==> config.mk <==
export PLATFORM = sky130hd
export DESIGN_NAME = prince_key_contract
export DESIGN_NICKNAME = d
export VERILOG_FILES = /design/src/rtl/prince_key_contract.sv
export SDC_FILE = /design/constraint.sdc
export NUM_CORES = 1
export LEC_CHECK = 0
export ABC_AREA = 0
export CAP_MARGIN = 5
export CORE_UTILIZATION = 50
export CTS_CLUSTER_DIAMETER = 30
export DETAILED_ROUTE_END_ITERATION = 10
export GPL_TIMING_DRIVEN = 0
export PLACE_DENSITY = 0.84
export SLEW_MARGIN = 20
export SYNTH_ARGS = -nofsm -noshare
export SYNTH_HDL_FRONTEND = slang
export SYNTH_SLANG_ARGS = --single-unit
==> constraint.sdc <==
create_clock -name clk -period 2.7 [get_ports clk]
set_clock_uncertainty 0.2 [all_clocks]
set_input_delay 0.54 -clock clk [delete_from_list [all_inputs] [get_ports clk]]
set_output_delay 0.54 -clock clk [all_outputs]
set_load 0.03 [all_outputs]
==> src/rtl/prince_key_contract.sv <==
// prince_key_contract
//   Reverses the PRINCE 128->192 key extension. Three serial 64-bit beats
//   (k0, k0', k1) are collected, the 128-bit key {k0, k1} is rebuilt, and
//   the middle word is checked against the value derived from k0.
//
//   Optional feature: define PRINCE_DEC_KEY_EN to add the 'dec' input,
//   which is sampled with beat2. When dec=1 the delivered key is the PRINCE
//   decryption key {k0', k1 ^ alpha}.
//
// Ports
//   clk        single clock, rising edge
//   rst_n      asynchronous active-low reset
//   s_valid    extended-key beat valid
//   s_ready    block can accept a beat (W0/W1/W2, and not in reset)
//   s_data     beat data: beat0 = k0, beat1 = k0', beat2 = k1
//   m_valid    recovered key available (DONE state)
//   m_ready    consumer takes the key
//   m_key      recovered key, k0 in [127:64]
//   m_err      k0' beat did not match the value derived from k0
//   dec        (PRINCE_DEC_KEY_EN only) request decryption key
//   dbg_state  current FSM state (0=W0, 1=W1, 2=W2, 3=DONE)
//
// Handshake: a beat transfers on a rising edge where s_valid & s_ready are
// both 1; the key transfers on a rising edge where m_valid & m_ready are
// both 1. s_data is ignored without s_valid, m_ready is ignored outside DONE.
// Once asserted, m_valid and m_key/m_err hold until the key is taken.

module prince_key_contract (
   input  logic         clk,
   input  logic         rst_n,
   input  logic         s_valid,
   output logic         s_ready,
   input  logic [63:0]  s_data,
   output logic         m_valid,
   input  logic         m_ready,
   output logic [127:0] m_key,
   output logic         m_err,
`ifdef PRINCE_DEC_KEY_EN
   input  logic         dec,
`endif
   output logic [1:0]   dbg_state
);

   localparam logic [63:0] ALPHA = 64'hC0AC29B7C97C50DD;

   typedef enum logic [1:0] {W0 = 2'd0, W1 = 2'd1, W2 = 2'd2, DONE = 2'd3} state_t;

   state_t      state, state_nxt;
   logic [63:0] k0_q, k0p_q, k1_q;
   logic        err_q;
   logic        dec_q;
   logic        s_acc;
   logic        m_acc;
   logic [63:0] k0p_exp;

   assign s_acc = s_valid & s_ready;
   assign m_acc = m_valid & m_ready;

   // k0' = (k0 >>> 1) ^ (k0 >> 63): plain rotate right, with the old MSB
   // folded once more into bit 0.
   assign k0p_exp = {k0_q[0], k0_q[63:2], k0_q[1] ^ k0_q[63]};

   always_ff @(posedge clk or negedge rst_n) begin
      if (!rst_n) begin
         state <= W0;
      end else begin
         state <= state_nxt;
      end
   end

   always_comb begin
      state_nxt = state;
      s_ready   = 1'b0;
      m_valid   = 1'b0;
      case (state)
         W0: begin
            s_ready = rst_n;
            if (s_acc) state_nxt = W1;
         end
         W1: begin
            s_ready = rst_n;
            if (s_acc) state_nxt = W2;
         end
         W2: begin
            s_ready = rst_n;
            if (s_acc) state_nxt = DONE;
         end
         DONE: begin
            m_valid = 1'b1;
            if (m_acc) state_nxt = W0;
         end
         default: state_nxt = W0;
      endcase
   end

   // Beat capture. The middle-word check is registered together with k1 so
   // the error flag is ready in the same cycle as m_valid.
   always_ff @(posedge clk or negedge rst_n) begin
      if (!rst_n) begin
         k0_q  <= '0;
         k0p_q <= '0;
         k1_q  <= '0;
         err_q <= 1'b0;
         dec_q <= 1'b0;
      end else if (s_acc) begin
         case (state)
            W0: k0_q  <= s_data;
            W1: k0p_q <= s_data;
            W2: begin
               k1_q  <= s_data;
               err_q <= (k0p_q != k0p_exp);
`ifdef PRINCE_DEC_KEY_EN
               dec_q <= dec;
`else
               dec_q <= 1'b0;
`endif
            end
            default: ;
         endcase
      end
   end

   assign m_key     = dec_q ? {k0p_q, k1_q ^ ALPHA} : {k0_q, k1_q};
   assign m_err     = err_q & m_valid;
   assign dbg_state = state;

endmodule

==> key figures, run 1 <==
Cells and area
  – Post-layout nets: ~800
  – Final non-filler cell total: 965
  – Post-route design area: 11100 um2
  – Synth-to-Final Area Change: 34.6%
  – Antenna cells: 0
  – Share of the core filled with cells in the final layout: 0.695
  – Share of post-route cells with drive strength above 1: 0.327
  – Most used cells in the layout excluding fill and tap cells: clkdlybuf4s50_1, dfrtp_1, mux2_2
  – Commonest non-fill, non-tap cell in the layout: clkdlybuf4s50_1
  – Fill cell count: 1116

Power and ir drop
  – Part of the power in combinational logic: 0.497
  – LEAKAGE: 4.93 nW
  – Part of the power in the clock network: 0.149
  – Switching power share of the total: 0.395
  – Net switching power: roughly 6.2 mW
  – Flop pwr share: 0.354
  – PnR Total Power: 15.6 mW
  – Int Power: 9.45 mW
  – Pwr per Cell Area: between 1000 and 1500 nW/um2
  – Worst ir drop on vdd: 0.727 mV

Timing
  – Max-slew headroom at the worst pin: 0.575
  – Worst-margin pin slew: roughly 630 ps
  – Final Setup Violations: 0
  – RSZ-0062 raised after global routing: false
  – Period utilization: 0.938
  – Hold Fails Final Rpt: 96
  – Final critical-path required period: 2530 ps
  – Max Freq: 0.395 GHz
  – Slew Limit Fails: 0
  – Tightest hold margin: -143 ps

Logic synthesis
  – Synthesized-area fraction occupied by ao, oa, aoi and oai cells: 0.00333
  – Number of different library cells in the post-synthesis netlist: 22
  – Number of flip-flops and latches in the synthesized netlist: 195
  – Fraction of the mapped netlist area in simple logic gates: 0.0250
  – Largest family of logic cells by synthesized area: multiplexers
  – Area share of xor/xnor cells in the synthesized design: 0.0689
  – Cells after synthesis: 516
  – Post-synthesis mux area share: 0.286
  – Adder and majority gate portion of the synthesized area: 0.00758
  – Ranking of synthesized cells by area: dfrtp_1, mux2_2, mux2_4, xor2_1, xnor2_1
  – Yosys Warn Count: 0
  – Part of the Yosys area used for sequential elements: 0.591
  – Mapped Area: 8260 um2
  – Synth top area share: 0.591
  – Synthesized netlist net count: 589
  – Post-Syn Area per Cell: 16.0 um2
  – Leading area contributor after synthesis: dfrtp_1

Setup path
  – Capturing point of the worst reg2reg path: k1_q[19]
  – Timing endpoint of the critical path: m_valid
  – Instance count on the critical path: 2
  – CP Launch Type: flip-flop
  – Beginning of the worst register-to-register path: dbg_state[0]
  – Worst Path Max Fanout: 6
  – CP top delay family: buffers and inverters
  – Worst path arrival time: 1790 ps
  – Largest stage delay, worst path: 680 ps
  – Cell Chain, Critical Path: ha_1, clkdlybuf4s50_1
  – Startpoint of the worst setup timing path: dbg_state[0]
  – Kind of critical path: reg2out
  – Worst setup slack for register-to-register paths: 450 ps
  – Number of buffers and inverters on the critical path: 1
  – CP max-delay cell: clkdlybuf4s50_1
  – Worst Path Required: a little under 2000 ps
  – Number of cells on the worst reg-to-reg path: 8
  – Critical Path End Type: primary output

Drt
  – Final routed wirelength across all metal layers: 20200 um
  – Via density per instance: 5.25
  – DRC errors left: 0
  – Post-route antenna net violation count: 0
  – Number of iterations in the first detailed-routing pass: 4
  – Avg WL per Cell: 20.9 um
  – Routed vias: 5067
  – Iter 0 DRT Violations: between 200 and 250

Run status
  – Run status: complete, but fails checks
  – Failing checks: negative hold slack

Clock network
  – Number of clock sinks seen by CTS: 195
  – Clock-pin slew reported for the worst setup and hold paths after clock tree synthesis: roughly 70 ps
  – Root buf cell: clkbuf_16
  – H-Tree Depth: 4
  – Later-pin clock latency in the skew report: 420 ps
  – Clock tree from TritonCTS: yes
  – Clock buffer count from CTS: 17
  – Largest buffer count on any clock path: 2

Global routing
  – Number of global-route vias before repair: 5430
  – GRT Total Usage: 0.249
  – Maximum number of pins on one net before global-route repair: 100
  – First-pass GRT wire length: 30900 um
  – Sum of overflow across all layers after global routing: 0
  – Number of antenna violations at the first check in global routing: 0

Floorplan
  – Area of the die: around 17000 um2
  – Vert. Die Dim: 131 um
  – Num rows: 46
  – Initial standard-cell utilization of the core: 0.516
  – Boundary Pins: about 200
  – X dimension of the die: between 100 and 150 um
  – Core ar.: ~16000 um2

Placed design
  – Number of buffers added on ports: 200
  – Final estimated routing congestion in global placement: 0.814
  – Placement-stage cell area: 10600 um2
  – HPWL reported at the end of detailed placement: 14600 um
  – DP Cell Count: approximately 930

Min path
  – Hold/Removal Path Class: in2async

Flow run
  – Total of max-cap violations: 0
-- layout make-up --
class / instances / area [um2] / share of cell area
Buffer: 20 / 144 / 0.0129
Clock buffer: 21 / 460 / 0.0414
Clock inverter: 11 / 81.3 / 0.00732
Inverter: 2 / 7.51 / 0.000675
Multi-Input combinational cell: 299 / 3230 / 0.290
Sequential cell: 195 / 4880 / 0.439
Tap cell: 216 / 270 / 0.0243
Timing Repair Buffer: 201 / 2040 / 0.184
-- what timing repair did --
| item | CTS | global route |
|---|---|---|
| endpoints found under the hold margin | 96 | 96 |
| endpoints found under the setup margin | 1 | 2 |
| gates cloned | 0 | 0 |
| buffers inserted | 0 | 0 |
| resized for setup | 1 | 2 |
-- worst min-delay path by stage --
stage             start            to  slack [ps]  cells after the start
3_3_place_gp   k1_q[30]      k1_q[30]         290                      1
2_1_floorplan     rst_n  dbg_state[0]          40                      0
3_5_place_dp   k1_q[20]      k1_q[20]         290                      1
5_1_grt           rst_n      k1_q[22]        -110                      1
4_1_cts           rst_n      k0_q[36]        -130                      1
6_report          rst_n      k1_q[22]        -140                      1
-- power groups by stage --
stage	Combinational, mW	Sequential (mW)	Clock (mW)
after global placement	7.64	5.45	0
after detailed placement	7.77	5.56	0
after CTS	7.83	5.53	2.36
final	7.76	5.53	2.33
after floorplan	2.76	7.32	0
after global routing	8.18	5.70	2.49
-- sequential cells by signal (all words and copies together), names as in the netlist --
register	flops
dbg_state	2
err_q	1
k0_q	64
k0p_q	64
k1_q	64
-- metal layers --
layer  vias to the layer above  wire, um  GRT usage
li1                       2255         -          -
met1                      2616      8600      0.325
met2                       167      9880      0.402
met3                        29      1260     0.0639
met4                         0       412     0.0953
met5                         -         0          0
-- synth_stat cells --
master    instances
buf_2            13
ha_1              5
mux2_1            4
nand2_2           1
nor4_1           10
nor3_1            2
nand2_4           2
nand4_1          10
buf_6             7
inv_1             2
nand2b_1          2
xnor2_1          32
xor2_1           33
nor2_1            1
mux2_4           50
mux2_2          139
a31oi_1           2
a21oi_1           2
dfrtp_1         195
and2_1            2
nor2b_4           1
o21ai_0           1
-- per-stage QoR --
step	worst slack, ps	setup TNS (ps)
2_1_floorplan	414	0
3_3_place_gp	-6870	-2642150
3_5_place_dp	-145	-10570
4_1_cts	8.25	0
5_1_grt	84.7	0
6_report	167	0
-- cells by family after synthesis --
logic type | count (synthesis)
AO/OA/AOI/OAI | 5
AND/OR/NAND/NOR | 31
buffers and inverters | 22
flip-flops | 195
XOR/XNOR | 65
adder cells (fa/ha/maj) | 5
multiplexers | 193
-- worst reg2reg max path, stage by stage (launching register included) --
cell and delay, ps:
dfrtp_1 450, ha_1 260, nor2b_4 130, and2_1 160, buf_6 140, nand2_2 100, buf_6 190, buf_6 180
mux2_4 320
Power figures use the tool's default switching activity.
==> inputs of run 2 (changes only) <==
Settings changed: CTS_CLUSTER_SIZE set to 12, PLACE_DENSITY 0.84 to not set, PLACE_DENSITY_LB_ADDON set to 0.3.
==> key figures, run 2 (synthesized netlist as in run 1, its figures left out) <==
Run status
  – Run status: complete, no violations (was complete, but fails checks)

Setup path
  – CP Launch Type: flip-flop (unchanged)
  – Kind of critical path: reg2out (unchanged)
  – Worst path arrival time: 1810 ps (was 1790 ps)
  – Worst Path Max Fanout: 6 (unchanged)
  – Worst setup slack for register-to-register paths: 460 ps (was 450 ps)
  – Critical Path End Type: primary output (unchanged)
  – Worst Path Required: 1960 ps (about the same)

Timing
  – Max Freq: 0.393 GHz (was 0.395 GHz)
  – Worst-margin pin slew: 640 ps (was 632 ps)
  – Period utilization: 0.943 (was 0.938)
  – RSZ-0062 raised after global routing: false (unchanged)
  – Max-slew headroom at the worst pin: 0.569 (was 0.575)
  – Tightest hold margin: 23.0 ps (was -143 ps)
  – Slew Limit Fails: 0 (unchanged)
  – Final Setup Violations: 0 (unchanged)
  – Hold Fails Final Rpt: 0 (was 96)
  – Final critical-path required period: 2550 ps (was 2530 ps)

Clock network
  – Later-pin clock latency in the skew report: 420 ps (about the same)
  – Clock tree from TritonCTS: yes (unchanged)
  – Number of post-CTS setup repair buffers: 0 (unchanged)
  – Root buf cell: clkbuf_16 (unchanged)
  – H-Tree Depth: 4 (unchanged)
  – Clock buffer count from CTS: 17 (unchanged)
  – Number of clock sinks seen by CTS: 195 (unchanged)
  – Clock-pin slew reported for the worst setup and hold paths after clock tree synthesis: 70 ps (about the same)
  – Largest buffer count on any clock path: 2 (unchanged)

Power and ir drop
  – Worst ir drop on vdd: 0.774 mV (was 0.727 mV)
  – LEAKAGE: 5.05 nW (was 4.93 nW)
  – Pwr per Cell Area: 1390 nW/um2 (was 1410 nW/um2)
  – PnR Total Power: 15.8 mW (was 15.6 mW)

Global routing
  – GRT Total Usage: 0.250 (was 0.249)
  – First-pass GRT wire length: 31000 um (was 30900 um)
  – Sum of overflow across all layers after global routing: 0 (unchanged)
  – Maximum number of pins on one net before global-route repair: 51 (was 100)
  – Number of antenna violations at the first check in global routing: 0 (unchanged)
  – Number of global-route vias before repair: 5461 (was 5430)

Cells and area
  – Final non-filler cell total: 973 (was 965)
  – Commonest non-fill, non-tap cell in the layout: clkdlybuf4s50_1 (unchanged)
  – Most used cells in the layout excluding fill and tap cells: clkdlybuf4s50_1, dfrtp_1, mux2_2 (unchanged)
  – Share of post-route cells with drive strength above 1: 0.329 (was 0.327)
  – Antenna cells: 0 (unchanged)
  – Synth-to-Final Area Change: 37.5% (was 34.6%)
  – Largest registers ranked by flip-flop count: k0_q: 64 flops, k0p_q: 64 flops, k1_q: 64 flops (unchanged)
  – Post-route design area: 11400 um2 (was 11100 um2)
  – Post-layout nets: 817 (was 809)

Drt
  – Number of iterations in the first detailed-routing pass: 5 (was 4)
  – Final routed wirelength across all metal layers: 20400 um (was 20200 um)
  – Routed vias: 5092 (was 5067)
  – Avg WL per Cell: 20.9 um (about the same)
  – DRC errors left: 0 (unchanged)
  – Via density per instance: 5.23 (was 5.25)
  – Iter 0 DRT Violations: 192 (was 232)
  – Post-route antenna net violation count: 0 (unchanged)

Floorplan
  – Vert. Die Dim: 131 um (unchanged)
  – Boundary Pins: 201 (unchanged)
  – Num rows: 46 (unchanged)
  – Initial standard-cell utilization of the core: 0.516 (unchanged)
  – Core ar.: 16000 um2 (unchanged)
  – Area of the die: 17000 um2 (unchanged)
  – X dimension of the die: 131 um (unchanged)

Flow run
  – Total of max-cap violations: 0 (unchanged)

Min path
  – Hold/Removal Path Class: in2async (unchanged)

Placed design
  – DP Cell Count: 933 (unchanged)
  – Final estimated routing congestion in global placement: 0.794 (was 0.814)
  – Placement-stage cell area: 10600 um2 (unchanged)
  – HPWL reported at the end of detailed placement: 14500 um (was 14600 um)
  – Number of buffers added on ports: 200 (unchanged)
-- run 2: cell count changes in the layout (fill, tap and decap cells not counted) --
cell,change
buf_16,+5
clkinv_4,-1
clkbuf_8,+1
clkinvlp_4,-3
dlymetal6s2s_1,-1
dlygate4sd3_1,+2
buf_12,-1
inv_6,-1
bufbuf_16,+2
dlygate4sd2_1,+1
clkbuf_1,+2
bufinv_16,+2
-- run 2: metal layers --
| metal | vias up | GRT usage | share of wire |
|---|---|---|---|
| met5 | - | 0 | 0 |
| met4 | 0 | 0.0926 | 0.020 |
| met3 | 24 | 0.0574 | 0.053 |
| met2 | 146 | 0.419 | 0.50 |
| met1 | 2643 | 0.318 | 0.42 |
| li1 | 2279 | - | - |
-- run 2: worst paths after layout --
path,from,endpoint,depth (start not counted)
min in group clk,k1_q[56],k1_q[56],1
max in group asynchronous,rst_n,k0_q[4],3
max reg2reg,dbg_state[0],k0_q[55],7
min,rst_n,k1_q[17],3
min reg2reg,k1_q[56],k1_q[56],1
max,dbg_state[0],m_valid,2
-- run 2: timing repair --
action,CTS,global route
hold endpoints to repair,95,0
hold buffers,6,0
gates cloned,2,0
gates resized for setup,3,1
setup endpoints to repair,171,1
-- run 2: stage by stage --
stage          setup TNS (ps)  setup slack [ps]  utilization
2_1_floorplan               0               414            -
3_3_place_gp         -2664010             -6920        0.658
3_5_place_dp           -96180              -607        0.660
4_1_cts                     0              17.0        0.709
5_1_grt                     0              80.5        0.710
6_report                    0               153        0.710
-- run 2: cell type report --
cell class,instances,area (um2)
Inverter,2,7.51
Sequential cell,195,4880
Fill cell,1109,4650
Buffer,20,144
Timing Repair Buffer,209,2240
Clock inverter,8,101
Tap cell,216,270
Clock buffer,24,482
Multi-Input combinational cell,299,3230
-- run 2: power by group --
| group | switching, mW | internal, mW |
|---|---|---|
| logic | 3.97 | 3.85 |
| clock network | 1.06 | 1.44 |
| registers | 1.10 | 4.39 |
-- run 2: worst max-delay path: stages, from the launching register on --
cell and delay [ps]:
dfrtp_1 450, ha_1 250, clkdlybuf4s50_1 690
